## src/rtl/hazard_forward_pkg.sv

```systemverilog
// Shared types for the hazard/forwarding unit: the in-flight slot record and
// the select-encoding helpers used by the top level and the priority matcher.
package hazard_forward_pkg;

  // Slots carry a fixed-width destination so the record can live here; the
  // top level zero-extends its ADDR_W-wide register numbers into this field.
  localparam int MAX_ADDR_W  = 16;
  localparam int FWD_REGFILE = 0;

  typedef struct packed {
    logic                  valid;
    logic                  regwrite;
    logic [MAX_ADDR_W-1:0] dest;
    logic                  is_load;
  } slot_t;

  function automatic int sel_width(input int num_src);
    return (num_src < 1) ? 1 : $clog2(num_src + 1);
  endfunction

endpackage

```

## src/rtl/hfu_prio_match.sv

```systemverilog
// Finds the youngest in-flight producer of one source operand and reports the
// operand-mux select it will need once the consumer has moved into EX.
module hfu_prio_match
  import hazard_forward_pkg::*;
#(
  parameter int NUM_SRC = 3,
  parameter int ADDR_W  = 5,
  parameter int SEL_W   = 2
) (
  input  slot_t [NUM_SRC:0]  i_slots,
  input  logic [ADDR_W-1:0]  i_op,
  input  logic               i_used,
  output logic               o_hit,
  output logic [SEL_W-1:0]   o_sel,
  output logic               o_is_load_hit
);

  logic [MAX_ADDR_W-1:0] w_op;
  logic [NUM_SRC:0]      w_match;

  assign w_op = MAX_ADDR_W'(i_op);

  always_comb begin
    for (int j = 0; j <= NUM_SRC; j++) begin
      w_match[j] = i_slots[j].valid & i_slots[j].regwrite &
                   (i_slots[j].dest != '0) & (i_slots[j].dest == w_op) & i_used;
    end
  end

  // Scan oldest to youngest so the youngest match is the last one written.
  // The oldest slot has already written the register file, so it still
  // claims priority over nothing younger but resolves to the register file.
  always_comb begin
    o_hit         = 1'b0;
    o_sel         = SEL_W'(FWD_REGFILE);
    o_is_load_hit = 1'b0;
    for (int j = NUM_SRC; j >= 0; j--) begin
      if (w_match[j]) begin
        o_hit         = 1'b1;
        o_sel         = (j == NUM_SRC) ? SEL_W'(FWD_REGFILE) : SEL_W'(j + 1);
        o_is_load_hit = i_slots[j].is_load;
      end
    end
  end

endmodule

```

## src/rtl/hazard_forward_unit.sv

```systemverilog
// EX forwarding and load-use hazard unit: shadows in-flight destinations from
// EX onward and registers per-operand forwarding selects for the next EX op.
module hazard_forward_unit
  import hazard_forward_pkg::*;
#(
  parameter  int ADDR_W     = 5,
  parameter  int NUM_SRC    = 3,
  parameter  int LOAD_STAGE = 2,
  parameter  int CNT_W      = 16,
  localparam int SEL_W      = sel_width(NUM_SRC)
) (
  input  logic              clk_i,
  input  logic              rst_i,
  input  logic              id_valid_i,
  input  logic [ADDR_W-1:0] id_rs_i,
  input  logic [ADDR_W-1:0] id_rt_i,
  input  logic              id_uses_rs_i,
  input  logic              id_uses_rt_i,
  input  logic              id_regwrite_i,
  input  logic [ADDR_W-1:0] id_dest_i,
  input  logic              id_is_load_i,
  input  logic              flush_i,
  input  logic              hold_i,
  output logic              stall_o,
  output logic [SEL_W-1:0]  fwd_a_o,
  output logic [SEL_W-1:0]  fwd_b_o,
  output logic [CNT_W-1:0]  stall_cnt_o
);

  localparam logic [SEL_W-1:0] LOAD_SEL = SEL_W'(LOAD_STAGE);

  slot_t [NUM_SRC:0] r_slots;
  logic [SEL_W-1:0]  r_fwd_a;
  logic [SEL_W-1:0]  r_fwd_b;
  logic [CNT_W-1:0]  r_stall_cnt;

  logic              w_hit_a;
  logic              w_hit_b;
  logic [SEL_W-1:0]  w_sel_a;
  logic [SEL_W-1:0]  w_sel_b;
  logic              w_load_a;
  logic              w_load_b;
  logic [SEL_W-1:0]  w_fwd_a;
  logic [SEL_W-1:0]  w_fwd_b;
  logic              w_haz_a;
  logic              w_haz_b;
  logic              w_stall;
  logic              w_bubble;
  slot_t             w_id_slot;

  hfu_prio_match #(.NUM_SRC(NUM_SRC), .ADDR_W(ADDR_W), .SEL_W(SEL_W)) u_match_a (
    .i_slots       (r_slots),
    .i_op          (id_rs_i),
    .i_used        (id_uses_rs_i),
    .o_hit         (w_hit_a),
    .o_sel         (w_sel_a),
    .o_is_load_hit (w_load_a)
  );

  hfu_prio_match #(.NUM_SRC(NUM_SRC), .ADDR_W(ADDR_W), .SEL_W(SEL_W)) u_match_b (
    .i_slots       (r_slots),
    .i_op          (id_rt_i),
    .i_used        (id_uses_rt_i),
    .o_hit         (w_hit_b),
    .o_sel         (w_sel_b),
    .o_is_load_hit (w_load_b)
  );

  assign w_fwd_a = w_hit_a ? w_sel_a : SEL_W'(FWD_REGFILE);
  assign w_fwd_b = w_hit_b ? w_sel_b : SEL_W'(FWD_REGFILE);

  // A load hazard exists only when the youngest producer is a load whose data
  // cannot yet be forwarded from the source the consumer would select.
  assign w_haz_a  = w_load_a & (w_fwd_a != '0) & (w_fwd_a < LOAD_SEL);
  assign w_haz_b  = w_load_b & (w_fwd_b != '0) & (w_fwd_b < LOAD_SEL);
  assign w_stall  = id_valid_i & ~flush_i & (w_haz_a | w_haz_b);
  assign w_bubble = w_stall | flush_i | ~id_valid_i;

  always_comb begin
    w_id_slot          = '0;
    w_id_slot.valid    = 1'b1;
    w_id_slot.regwrite = id_regwrite_i;
    w_id_slot.dest     = MAX_ADDR_W'(id_dest_i);
    w_id_slot.is_load  = id_is_load_i;
  end

  always_ff @(posedge clk_i) begin
    if (rst_i) begin
      r_slots     <= '0;
      r_fwd_a     <= '0;
      r_fwd_b     <= '0;
      r_stall_cnt <= '0;
    end else if (!hold_i) begin
      for (int k = NUM_SRC; k >= 1; k--) begin
        r_slots[k] <= r_slots[k-1];
      end
      r_slots[0] <= w_bubble ? slot_t'('0) : w_id_slot;
      r_fwd_a    <= w_bubble ? SEL_W'(FWD_REGFILE) : w_fwd_a;
      r_fwd_b    <= w_bubble ? SEL_W'(FWD_REGFILE) : w_fwd_b;
      if (w_stall && (r_stall_cnt != '1)) begin
        r_stall_cnt <= r_stall_cnt + CNT_W'(1);
      end
    end
  end

  assign stall_o     = w_stall;
  assign fwd_a_o     = r_fwd_a;
  assign fwd_b_o     = r_fwd_b;
  assign stall_cnt_o = r_stall_cnt;

endmodule

```

## config.mk

```make
export PLATFORM = sky130hd
export DESIGN_NAME = hazard_forward_unit
export DESIGN_NICKNAME = d
export VERILOG_FILES = /design/src/rtl/hazard_forward_pkg.sv /design/src/rtl/hfu_prio_match.sv /design/src/rtl/hazard_forward_unit.sv
export SDC_FILE = /design/constraint.sdc
export NUM_CORES = 1
export LEC_CHECK = 0
export BUFFER_PORTS_ARGS = -buffer_cell sky130_fd_sc_hd__buf_2
export CAP_MARGIN = 20
export CORE_MARGIN = 2
export CORE_UTILIZATION = 30
export CTS_BUF_LIST = sky130_fd_sc_hd__clkbuf_8
export DETAILED_ROUTE_END_ITERATION = 8
export PLACE_DENSITY = 0.51
export SYNTH_ARGS = -nofsm -noshare
export SYNTH_HDL_FRONTEND = slang
export SYNTH_SLANG_ARGS = --single-unit
```

## constraint.sdc

```tcl
create_clock -name clk_i -period 3.1 [get_ports clk_i]
set_input_delay 0.31 -clock clk_i [delete_from_list [all_inputs] [get_ports clk_i]]
set_output_delay 0.31 -clock clk_i [all_outputs]
set_load 0.02 [all_outputs]
```

* After elaboration in Yosys (flattened, before gate mapping) *
Index checks and enable logic that the tools add are counted.

word-level totals
  word-level logic and storage cells = 102
  bits of input ports = 24
  flip-flop bits (word level) = 96
  output and inout bits = 21

cells by class
  muxes and demuxes = 27
  order comparisons = 2
  reduce and logical (&&, ||, !) cells = 8
  equality and inequality tests = 9
  add/sub/neg operators = 1
  bitwise gates (word level) = 36

operators by type and width
  operator                                            count
  equality test 16 x 5 -> 1 bit                       8
  nonzero test 16 bit                                 4
  AND 1 bit                                           30
  two-way mux 2 bit                                   10
  two-way mux 19 bit                                  1
  adder 16 x 1 -> 16 bit (second input constant)      1
  two-way mux 1 bit                                   16
  != test 16 bit (second input constant)              1
  less-than comparator 2 bit (second input constant)  2
  nonzero test 2 bit                                  2
  NOT 1 bit                                           3
  bitwise OR 1 bit                                    3
  AND reduction 2 bit                                 1
  logical AND 1 bit                                   1

* Depth between registers and ports, before layout *
  word-level depth = 17
  mapped depth = 9
  depth with buffers taken out = 7

* Cells and area by module *
Synthesis repeated with hierarchy kept, for this count alone.

second synthesis, totals
  cell total of the unflattened synthesis = 356
  area total of the unflattened synthesis = 3191.8 um2

by module, submodules not included
  module               times used  area an instance (um2)  cells each
  hazard_forward_unit  1           2118.3                  216
  hfu_prio_match       2           536.8                   70

* Worst setup path before layout *
OpenSTA, ideal clock, no wires.

  path kind = reg2out
  start = register r_slots[3] in the netlist's numbering
  end = output stall_o
  path buffers = 2
  stages on the path, launching flop included = 8
  arrival = 2110 ps
  path slack = 680 ps
  cells stage by stage = dfxtp_1 -> or4_1 -> o211ai_2 -> or4_1 -> buf_2 -> and2_4 -> buf_6 -> nor3b_1

on the way
  cells in the longest elaborated chain, start to end = 11
  elaborated cells on any way between the ends = 26

RTL lines
  what                                                           RTL line                                              text
  start: declaration                                             hazard_forward_unit.sv:32                             slot_t [NUM_SRC:0] r_slots;
  start signal: indexed assignment                               hazard_forward_unit.sv:95                             r_slots[k] <= r_slots[k-1];
  nonzero test 16 bit                                            hfu_prio_match.sv:26                                  (i_slots[j].dest != '0) & (i_slots[j].dest == w_op) & i_used;
  AND 1 bit                                                      hfu_prio_match.sv:25                                  w_match[j] = i_slots[j].valid & i_slots[j].regwrite &
  AND 1 bit (2 in series)                                        hfu_prio_match.sv:26
  two-way mux 2 bit / two-way mux 1 bit (equally long branches)  hfu_prio_match.sv:38                                  if (w_match[j]) begin
  two-way mux 2 bit (on tied branches)                           hazard_forward_unit.sv:69, hazard_forward_unit.sv:70
  nonzero test 2 bit (on tied branches)                          hazard_forward_unit.sv:74, hazard_forward_unit.sv:75
  AND 1 bit (on tied branches) (2 in series)                     hazard_forward_unit.sv:74, hazard_forward_unit.sv:75
  bitwise OR 1 bit (*)                                           hazard_forward_unit.sv:76                             assign w_stall = id_valid_i & ~flush_i & (w_haz_a | w_haz_b);
  AND 1 bit (*)                                                  hazard_forward_unit.sv:76
  end: declaration                                               hazard_forward_unit.sv:24                             output logic stall_o,

Every way passes the cells marked *; elsewhere a longest branch is shown, timed or not.

* Final worst setup path *
Same ends and word-level chain as after synthesis.

==> results.md <==
- Min cycle time layout: between 2 and 3 ns
- CP Cell Sequence: or4_1, o211ai_2, or4_1, and2_4, nor3b_1, buf_2
- Period utilization: 0.8744
- Most common cell after layout, fill and taps aside: buf_2
- Rel. slew slack: 0.4961
- Syn_area_per_cell: between 9 and 10 um^2
- Num Clock Sinks: 42
- DRT Pass-1 Iters: 4
- Max Slew Vio Count: 0
- Largest net degree at the start of global routing: 32
- Drc violations: 0
- Cell Int Power: 760.1 uW
- Slowest cell delay on critical path: ~0.72 ns
- Synth Flop Type: dfxtp_1
- Hold Vio Cnt, Final: 0
- Synth cell types: 44
- CP Class: flip-flop to output pin
- Post-synthesis sequential area ratio: 0.3833
- Status: finished clean
- H-tree depth: 2
- Antenna-violating nets left: 0
- Switching share of power: 0.2505
- Root buf cell: clkbuf_8
- Crit path max fanout: 9
- Antenna violations before repair: 0
- CTS tree: yes
- Switching pwr: 254.1 uW
- Post-Syn Nets: 263
- WP data arrival: between 2 and 2.5 ns
- NumNets Final: slightly above 300
- Die width: 89.51 um
- Comb pwr share: 0.081
- Mapped cell area: roughly 2200 um^2
- Post-CTS setup buffers: 0
- WL/cell: roughly 14 um
- Crit start category: flip-flop
- Vias in the first global route: around 1.8k
- Power Density: approximately 390 nW/um^2
- Part of the power in registers: 0.542
- Finished Layout Cells: between 300 and 400
- Core Rows: 31
- # port buffers: 44
- Global-route wire length before repair: ~9.0 mm
- GP Congestion: between 0.8 and 0.9
- GRT Resource Usage Total: 0.1450
- Count of buffer and inverter cells on the critical path: 1
- Clock Latency Late Sink: approximately 0.30 ns
- Max VDD drop: approximately 140 uV
- Crit path max-delay cell type: or4_1
- Full die area: 8011 um^2
- Global route overflow: 0
- Fmax: ~0.37 GHz
- Async set or reset register ratio after synthesis: 0
- Starting density of the core: 0.3057
- Leak pwr: between 1 and 1.5 nW
- Area added between synthesis and finish: 17.97%
- Total number of vias: roughly 1.9k
- Hold_buf cts: 0
- CP delay by family, top: simple AND/OR/NAND/NOR gates
- RSZ-0062 raised after global routing: false
- Worst Clk Skew: 0.008924 ns
- IO Count: 45
- CTS buffer count: 5
- CTS resizes: 0
- Total Wirelength: 5.413 mm
- Worst Hold Class: primary input to flip-flop
- Setup crit end kind: output pin
- Measured slew at the worst slew-check pin: between 0.7 and 0.8 ns
- # diodes: 0
- Placed insts: 370
- Post-Syn Instances: between 200 and 250
- Clock buffer depth: 2
- Post-synth EDFFs: 0
- Max Cap Viol: 0
- Die Y-Extent: between 80 and 90 um
- Flop and latch count out of synthesis: 42
- Worst path required time: about 2.8 ns
- Synth warn: 0
- Most frequent cells in the layout: buf_2 (44), dfxtp_1 (42), nor2_1 (30)
- Clock slew at reported path FFs: 0.09 ns
- Yosys top cell by area: dfxtp_1
- Iter 0 DRT Violations: 62
- Vias per inst: between 5 and 6
- Final setup viols: 0
- Top-area cell type share of the netlist area: 0.3833
- Clock network power share: 0.377
- Share of cells above drive strength 1: 0.2258
- Core area: slightly above 7000 um^2
- Largest cells by area after synthesis: dfxtp_1 (38%), xnor2_1 (11%), mux2i_1 (6.8%), nor2_1 (5.1%), xor2_1 (4.0%)
- Setup tns final: 0 ns
- Cell repeated most along the worst path: or4_1
- HPWL Detailed: 4.059 mm
metal layers:
layer | GRT usage | up-vias | part of all wire
li1 | - | 941 | -
met1 | 0.2016 | 913 | 0.50
met2 | 0.2229 | 41 | 0.45
met3 | 0.03047 | 7 | 0.042
met4 | 0.04885 | 0 | 0.011
met5 | 0 | - | 0
worst register-to-register path, cell delays in order, from the launching register on:
cell and delay [ns]:
dfxtp_1 0.46, or4_1 0.18, o211ai_2 0.13, or4_1 0.72, and2_4 0.27, nor4_1 0.31, mux2_1 0.35
flip-flops by register name, summed over array words and instances (netlist names):
| register | count |
|---|---|
| r_slots | 22 |
| stall_cnt_o | 16 |
| fwd_b_o | 2 |
| fwd_a_o | 2 |
through the flow:
| stage | setup WS [ns] | power, mW | hold slack (ns) | cell area, um^2 | util |
|---|---|---|---|---|---|
| 3_3_place_gp | 0.6051 | 0.6456 | 0.4478 | 2492 | 0.3473 |
| 2_1_floorplan | 0.6803 | 0.6114 | 0.4357 | 2193 | - |
| 3_5_place_dp | 0.5910 | 0.6452 | 0.4569 | 2492 | 0.3473 |
| 6_report | 0.3893 | 1.014 | 0.2135 | 2587 | 0.3606 |
| 4_1_cts | 0.3577 | 1.029 | 0.2061 | 2587 | 0.3606 |
| 5_1_grt | 0.2333 | 1.065 | 0.2043 | 2587 | 0.3606 |
Yosys cell counts (all sizes together), types with 2 or more instances:
cell type	number
dfxtp	42
nor2	30
xnor2	28
mux2i	15
nand3	11
nand2	10
xor2	10
a22o	8
a21oi	7
buf	7
clkbuf	6
or4	6
nand4	5
and4	4
nor2b	4
a2111oi	3
a211oi	3
a32o	3
mux2	3
nand2b	3
nor4	3
o211ai	3
a31o	2
inv	2
nor3	2
nor3b	2
o22ai	2
o41ai	2
or2	2
power groups by stage:
stage	Sequential, mW	Combinational [mW]	Clock, mW
2_1_floorplan	0.560	0.0510	0
3_3_place_gp	0.563	0.0830	0
3_5_place_dp	0.563	0.0826	0
4_1_cts	0.550	0.0833	0.396
5_1_grt	0.551	0.0914	0.423
6_report	0.550	0.0825	0.382
worst paths after layout:
check	slack, ns	to	depth (start not counted)	start
worst max-delay path	0.39	stall_o	6	r_slots[3]$_SDFFE_PP0N_
worst min-delay path	0.21	r_slots[3]$_SDFFE_PP0N_	2	id_dest_i[2]
worst max register to register	0.59	stall_cnt_o[5]$_SDFFE_PP0P_	6	r_slots[3]$_SDFFE_PP0N_
worst min register to register	0.47	fwd_a_o[1]$_SDFFE_PP0N_	1	fwd_a_o[1]$_SDFFE_PP0N_
kinds of logic after synthesis:
kind of cell             synth area share
AND/OR/NAND/NOR                    0.2054
flip-flops                         0.3833
AO/OA/AOI/OAI                      0.1392
XOR/XNOR                           0.1517
multiplexers                      0.08385
buffers and inverters             0.03080
adder cells (fa/ha/maj)          0.005704
final cells by class:
class                      instances  area (um^2)
fill                             773         4588
multi-input combinational        181         1285
sequential                        42        840.8
timing repair buffer              46        235.2
tap                               99        123.9
clock buffer                       6        82.58
clock inverter                     2        12.51
inverter                           2        7.507
(Power assumes the default switching activity.)
